$ cat src/rtl/alu_exec_stage.sv
// ---------------------------------------------------------------------------
// alu_exec_stage
// Execute-stage datapath: computes add/sub/and/or on two operands and queues
// {result, zero, rd, illegal} in a 2-entry FIFO behind a valid/ready handshake.
// The head entry is kept in a dedicated register so every output is a flop.
//
// Ports
//   clk          rising-edge clock
//   reset        synchronous, active-high reset
//   in_valid     upstream offers an operation
//   in_ready     operation accepted this cycle (registered, count < 2)
//   alu_control  4-bit operation code
//   op_a, op_b   WIDTH-bit operands
//   rd_in        destination tag, passed through unchanged
//   flush        discard all buffered and incoming operations
//   out_valid    head result presented (registered, count != 0)
//   out_ready    downstream consumes head result
//   result       head result
//   zero         head result == 0
//   rd_out       head destination tag
//   illegal      head operation carried an unsupported code
// ---------------------------------------------------------------------------
module alu_exec_stage #(
    parameter int unsigned WIDTH = 64,
    parameter int unsigned TAGW  = 5
) (
    input  logic             clk,
    input  logic             reset,
    input  logic             in_valid,
    output logic             in_ready,
    input  logic [3:0]       alu_control,
    input  logic [WIDTH-1:0] op_a,
    input  logic [WIDTH-1:0] op_b,
    input  logic [TAGW-1:0]  rd_in,
    input  logic             flush,
    output logic             out_valid,
    input  logic             out_ready,
    output logic [WIDTH-1:0] result,
    output logic             zero,
    output logic [TAGW-1:0]  rd_out,
    output logic             illegal
);

    localparam int unsigned DEPTH = 2;
    localparam int unsigned CNTW  = 2;

    localparam logic [3:0] OP_ADD = 4'b0000;
    localparam logic [3:0] OP_SUB = 4'b1000;
    localparam logic [3:0] OP_AND = 4'b0111;
    localparam logic [3:0] OP_OR  = 4'b0110;

    typedef struct packed {
        logic [WIDTH-1:0] result;
        logic             zero;
        logic [TAGW-1:0]  rd;
        logic             illegal;
    } entry_t;

    entry_t            r_mem [DEPTH];
    entry_t            r_head;
    logic              r_wr_ptr;
    logic              r_rd_ptr;
    logic [CNTW-1:0]   r_count;
    logic              r_out_valid;
    logic              r_in_ready;

    entry_t            w_entry;
    entry_t            w_head_nxt;
    logic              w_push;
    logic              w_pop;
    logic              w_wr_en;
    logic              w_wr_nxt;
    logic              w_rd_nxt;
    logic [CNTW-1:0]   w_count_nxt;

    // Operand -> ALU -> FIFO write data (the only combinational path)
    always_comb begin
        w_entry         = '0;
        w_entry.rd      = rd_in;
        case (alu_control)
            OP_ADD:  w_entry.result = op_a + op_b;
            OP_SUB:  w_entry.result = op_a - op_b;
            OP_AND:  w_entry.result = op_a & op_b;
            OP_OR:   w_entry.result = op_a | op_b;
            default: begin
                w_entry.result  = op_a + op_b;
                w_entry.illegal = 1'b1;
            end
        endcase
        w_entry.zero = (w_entry.result == '0);
    end

    assign w_push = in_valid && r_in_ready;
    assign w_pop  = r_out_valid && out_ready;

    // FIFO next-state; flush overrides any accept in the same cycle
    always_comb begin
        w_wr_en     = 1'b0;
        w_wr_nxt    = r_wr_ptr;
        w_rd_nxt    = r_rd_ptr;
        w_count_nxt = r_count;
        if (flush) begin
            w_wr_nxt    = 1'b0;
            w_rd_nxt    = 1'b0;
            w_count_nxt = '0;
        end else begin
            if (w_push) begin
                w_wr_en  = 1'b1;
                w_wr_nxt = ~r_wr_ptr;
            end
            if (w_pop) begin
                w_rd_nxt = ~r_rd_ptr;
            end
            case ({w_push, w_pop})
                2'b10:   w_count_nxt = r_count + CNTW'(1);
                2'b01:   w_count_nxt = r_count - CNTW'(1);
                default: w_count_nxt = r_count;
            endcase
        end
    end

    // Next head: bypass the write data when it lands in the next head slot
    always_comb begin
        if (w_wr_en && (r_wr_ptr == w_rd_nxt)) begin
            w_head_nxt = w_entry;
        end else begin
            w_head_nxt = r_mem[w_rd_nxt];
        end
    end

    // Storage, pointers, count and registered outputs
    always_ff @(posedge clk) begin
        if (reset) begin
            for (int unsigned i = 0; i < DEPTH; i++) begin
                r_mem[i] <= '0;
            end
            r_head      <= '0;
            r_wr_ptr    <= 1'b0;
            r_rd_ptr    <= 1'b0;
            r_count     <= '0;
            r_out_valid <= 1'b0;
            r_in_ready  <= 1'b1;
        end else begin
            if (w_wr_en) begin
                r_mem[r_wr_ptr] <= w_entry;
            end
            r_wr_ptr    <= w_wr_nxt;
            r_rd_ptr    <= w_rd_nxt;
            r_count     <= w_count_nxt;
            r_out_valid <= (w_count_nxt != '0);
            r_in_ready  <= (w_count_nxt < CNTW'(DEPTH));
            // Hold last presented values while empty
            if (w_count_nxt != '0) begin
                r_head <= w_head_nxt;
            end
        end
    end

    assign in_ready  = r_in_ready;
    assign out_valid = r_out_valid;
    assign result    = r_head.result;
    assign zero      = r_head.zero;
    assign rd_out    = r_head.rd;
    assign illegal   = r_head.illegal;

endmodule

$ cat config.mk
export PLATFORM = sky130hd
export DESIGN_NAME = alu_exec_stage
export DESIGN_NICKNAME = d
export VERILOG_FILES = /design/src/rtl/alu_exec_stage.sv
export SDC_FILE = /design/constraint.sdc
export NUM_CORES = 1
export LEC_CHECK = 0
export ABC_AREA = 1
export CORE_ASPECT_RATIO = 1.5
export CORE_UTILIZATION = 54
export DETAILED_ROUTE_END_ITERATION = 6
export HOLD_SLACK_MARGIN = 0.03
export PLACE_DENSITY = 0.8
export SYNTH_ARGS = -nofsm -noshare
export SYNTH_HDL_FRONTEND = slang
export SYNTH_SLANG_ARGS = --single-unit
$ cat constraint.sdc
create_clock -name clk -period 11.5 [get_ports clk]
set_input_delay 2.3 -clock clk [delete_from_list [all_inputs] [get_ports clk]]
set_output_delay 2.3 -clock clk [all_outputs]
set_load 0.02 [all_outputs]
* Word level (Yosys, flattened, before mapping) *
Memories as Yosys holds them, arrays and structs flattened. A register that Yosys moved wholly into a read port is not among the register bits.
Cells that the tools add are included.
W data, S select, Z words.

cells by class
  $add $sub $neg = 4
  $lt $le $gt $ge = 1
  eq/ne operators = 5
  mux-type cells = 16
  bitwise operators = 4
  reductions and logical operators = 8

operator list
  cell                   count
  $pmux W64 S3           1
  $mux W71               1
  $reduce_or A71 Y1      1
  $add A64 B64 Y64       1
  $and A64 B64 Y64       1
  $logic_not A64 Y1      1
  $or A64 B64 Y64        1
  $sub A64 B64 Y64       1
  $mux W1                12
  $eq A4 B3 Y1 const B   2
  $eq A4 B4 Y1 const B   1
  $logic_not A4 Y1       1
  $pmux W2 S2            1
  $reduce_or A4 Y1       1
  $add A2 B1 Y2 const B  1
  $eq A2 B1 Y1 const B   1
  $eq A2 B2 Y1 const B   1
  $logic_and A1 B1 Y1    2
  $lt A2 B2 Y1 const B   1
  $mux W2                1
  $not A1 Y1             2
  $reduce_bool A2 Y1     1
  $reduce_or A2 Y1       1
  $sub A2 B1 Y2 const B  1

word-level totals
  register bits after elaboration = 6
  RAM bits = 142
  input bits = 142
  output and inout port bits = 73
  word-level logic and storage cells = 44
  memories = 1

memory list
  name   words  width  read ports  clocked after Yosys merged registers in  write ports  RTL line  source
  r_mem  2      71     1           1                                        2            59        entry_t r_mem [DEPTH];

* Depth between registers and ports, before layout *
  word-level depth = 8
  depth in mapped cells = 37
  depth with buffers taken out = 37

* Least setup slack after synthesis *
No wires, ideal clock.

  kind = input port to flip-flop
  from = input op_b[0]
  to = memory r_mem[0][6] in the netlist's numbering (data pin)
  setup time = 0.138 ns
  data arrival time = 5.638 ns
  data required time = 11.362 ns
  slack = 5.724 ns
  stages on the path = 33
  path buffers = 0
  path through = inv_1 > ha_1 > inv_1 > nor3_2 > inv_2 > nor3_2 > inv_2 > nor2_2 > inv_2 > nor3_4 > nand3b_2 > nor3b_4 > a21oi_2 > xor2_1 > ha_1 > nand2_1 > nor2_2 > inv_2 > nor3_2 > nand2_1 > nor2_1 > nand2_1 > nand3_1 > nand2_1 > nand3_2 > nand2_2 > inv_2 > nand3_1 > nor2_1 > nand2_1 > nor2_1 > nand3_1 > nor2_1

RTL lines
  item                RTL line  source
  start: declaration  33        input logic [WIDTH-1:0] op_b,
  end: declaration    59

==> metrics.md <==
| Metric | Value |
|---|---|
| Site row count | `83` |
| Cells after Synth | `approximately 2900` |
| DRC viols | `1` |
| Met2 Resource Use GR | `between 70% and 80%` |
| Final WL | `about 77 mm` |
| Seq cells post-synth | `219` |
| Drt via density | `just under 6` |
| Iter 0 DRT Violations | `1990` |
| CTS tree | `built` |
| Setup crit end kind | `flip-flop` |
| Synth area leaders | `edfxtp_1 23%, nand2_1 18%, inv_1 8.8%` |
| Clock latency on the worst-skew pair | `slightly below 500 ps` |
| Peak Freq | `0.127 GHz` |
| Grt peak-use layer | `met2` |
| Buffer and inverter count on the worst path | `8` |
| Vias in the first global route | `about 20000` |
| PnR worst setup slack | `between 3000 and 4000 ps` |
| Core Footprint | `approximately 34000 um^2` |
| Fillers | `between 3000 and 4000` |
| Yosys cell types | `57` |
| Synth-to-Final Area Change | `16.1%` |
| H-tree levels | `1` |
| Final hold viol count | `0` |
| Share of power burned in registers | `between 30% and 40%` |
| Arrival @ worst endpoint | `around 8200 ps` |
| M1 GR Usage | `around 50%` |
| Clock-pin slew on the worst setup and hold paths | `around 70 ps` |
| Routability congestion estimate | `roughly 1.0` |
| Post-synthesis mux area share | `under 10%` |
| Chip height | `around 230 um` |
| Cell mode on critical path | `nand2_1` |
| Nets | `between 3000 and 4000` |
| RSZ-0062 raised after global routing | `false` |
| Die width | `between 150 and 200 um` |
| P_int | `1.53 mW` |
| First-pass GRT wire length | `about 120 mm` |
| Clk pwr share | `25.1%` |
| Synth cell count leaders | `901 x nand2_1, 443 x inv_1, 349 x nor2_1, 147 x nand3_1, 145 x o21ai_0` |
| Clk sinks | `roughly 220` |
| Share of synthesized registers carrying an async set or reset | `0%` |
| Initial antenna violation count | `0` |
| Switching power | `~0.94 mW` |
| DR pass1 iterations | `7` |
| Register area share after synthesis | `~30%` |
| Max-cap violation count | `0` |
| # setup viols final | `0` |
| Clock root buffer | `clkbuf_16` |
| Largest family of logic cells by synthesized area | `simple AND/OR/NAND/NOR gates` |
| CTS Hold Bufs | `0` |
| Slowest-stage cell, CP | `buf_4` |
| Critical path class | `primary input to flip-flop` |
| GR Overflow Total | `0` |
| Postcts setup bufs | `0` |
| Most used DFF post-synth | `edfxtp_1` |
| Gate power share | `approximately 38%` |
| Adder-Cell Fraction of Synth Area | `under 10%` |
| Status | `finished, violations left` |
| ANT cells | `0` |
| Area share of the largest cell type after synthesis | `between 20% and 30%` |
| Top-count cell post-synth | `nand2_1` |
| Yosys top cell by area | `edfxtp_1` |
| Xor/xnor share of the synthesized area | `3.21%` |
| Top delay family on crit path | `simple AND/OR/NAND/NOR gates` |
| Syn_nets | `3109` |
| Grt met3 use | `under 10%` |
| Pwr dens | `between 100 and 150 nW/um^2` |
| Setup TNS Final | `0 ps` |
| Worst stage delay on the critical path | `~580 ps` |
| Failing checks | `DRC` |
| Wire per inst | `21.9 um` |
| Max rail drop VDD | `0.110 mV` |
| Mean post-synth cell area | `~6.5 um^2` |
| Compound-Gate Fraction of Synth Area | `between 10% and 20%` |
| Gr usage total | `approximately 43%` |
| Total number of vias | `around 21000` |
| Synth Area in Simple Gates | `35.5%` |
| Final Max Slew Viols | `0` |
| Total CTS buffers | `17` |
| DP Worst Slack | `3220 ps` |
| Detailed Place HPWL | `59.7 mm` |
| Ports | `around 220` |
| CP Max Fanout | `68` |
| Worst path required time | `~12000 ps` |
| Largest net degree at the start of global routing | `104` |
| Startpoint class of the critical path | `primary input` |
| IO Port Bufs | `214` |
| Clock Skew | `10.9 ps` |
| Post-synth EDFFs | `between 100 and 150` |
| Measured slew at the worst slew-check pin | `about 1100 ps` |
| Slew HR | `27.4%` |
| Post-CTS sizing | `0` |
| Initial Util | `a little over half` |
| LEAKAGE | `around 11 nW` |
| Hold Path Class | `flip-flop to flip-flop` |
| Yosys warns | `0` |
| Switching portion of total power | `between 30% and 40%` |
| Antenna Nets Post-Route | `0` |
| Synth Cell Area | `18800 um^2` |
| Min Tclk post-route | `between 7000 and 8000 ps` |
| Die area | `35600 um^2` |
| Tcrit/Tclk final | `between 60% and 70%` |
| Clock buffer depth | `3` |
| Layout cells sized above 1 | `between 6 and 7%` |
## flip-flops by register name (all words and copies together), names as in the netlist
signal and flops:
zero 1, result 64, illegal 1, out_valid 1, rd_out 5, in_ready 1, r_mem 142, r_count 2
r_wr_ptr 1, r_rd_ptr 1
## worst min-delay path, cell delays in order (launching register included)
cell,delay [ps]
dfxtp_1,310
nand2_1,60
nand2_1,50
## layout by cell type, fill, tap and decap left out, types with 7 or more instances in the layout
cell type and count:
a21oi_1 99, a31oi_1 7, a32o_1 37, buf_4 16, clkbuf_16 17, clkdlybuf4s50_1 214
dfxtp_1 77, edfxtp_1 142, ha_1 67, inv_1 443, inv_2 39, maj3_1 9
mux2_2 13, mux2i_1 45, nand2_1 898, nand2_2 25, nand3_1 146, nand3_2 9
nand3b_1 15, nand4_1 37, nor2_1 347, nor2_2 27, nor2_4 7, nor3_1 20
nor3_2 7, nor4_1 15, o211ai_1 11, o21ai_0 145, o21ai_1 8, o21bai_1 7
xor2_1 64
## stage by stage
| stage | instance area [um^2] | util, % | hold WS (ps) | instances | total power [mW] |
|---|---|---|---|---|---|
| global route | 21800 | 63.7 | 474 | 3499 | 2.55 |
| finish | 21800 | 63.7 | 460 | 3499 | 2.46 |
| CTS | 21800 | 63.7 | 462 | 3499 | 2.43 |
| floorplan | 18800 | - | 484 | 2899 | 1.47 |
| detailed placement | 21300 | 62.1 | 448 | 3470 | 1.82 |
| global placement | 21300 | 62.1 | 438 | 3470 | 1.80 |
## final cells by class
type / count / area, um^2 / area share [%]
Sequential cell: 219 / 5810 / 26.6
Inverter: 484 / 1820 / 8.32
Timing Repair Buffer: 230 / 2260 / 10.4
Tap cell: 425 / 532 / 2.44
Clock buffer: 22 / 444 / 2.03
Clock inverter: 7 / 115 / 0.527
Multi-Input combinational cell: 2112 / 10900 / 49.7
## power groups by stage
| stage | sequential [mW] | combinational, mW | clock (mW) |
|---|---|---|---|
| after global routing | 0.919 | 0.997 | 0.639 |
| after global placement | 0.925 | 0.873 | 0 |
| after CTS | 0.914 | 0.901 | 0.614 |
| after detailed placement | 0.930 | 0.890 | 0 |
| after floorplan | 0.951 | 0.517 | 0 |
| final | 0.916 | 0.928 | 0.619 |
## worst paths after layout
kind | startpoint | end | slack, ps | depth (start not counted)
setup / recovery | alu_control[0] | r_mem[0][6] | 3600 | 29
hold / removal | result[62] | result[62] | 460 | 2
hold reg to reg | result[62] | result[62] | 460 | 2
setup reg to reg | out_valid | result[2] | 7900 | 11
## routing by layer
layer	part of all wire [%]	up-vias
li1	-	9579
met1	37	9691
met2	48	1303
met3	9.1	293
met4	6.2	0
met5	0	-
## kinds of logic (layout without fill, tap and decap cells)
kind of cell             Yosys count  in the layout
AO/OA/AOI/OAI                    334            334
XOR/XNOR                          69             69
adder cells (fa/ha/maj)           78             78
buffers and inverters            568            743
flip-flops                       219            219
multiplexers                      58             58
AND/OR/NAND/NOR                 1573           1573
No activity file was read; power rests on OpenSTA's default activity.
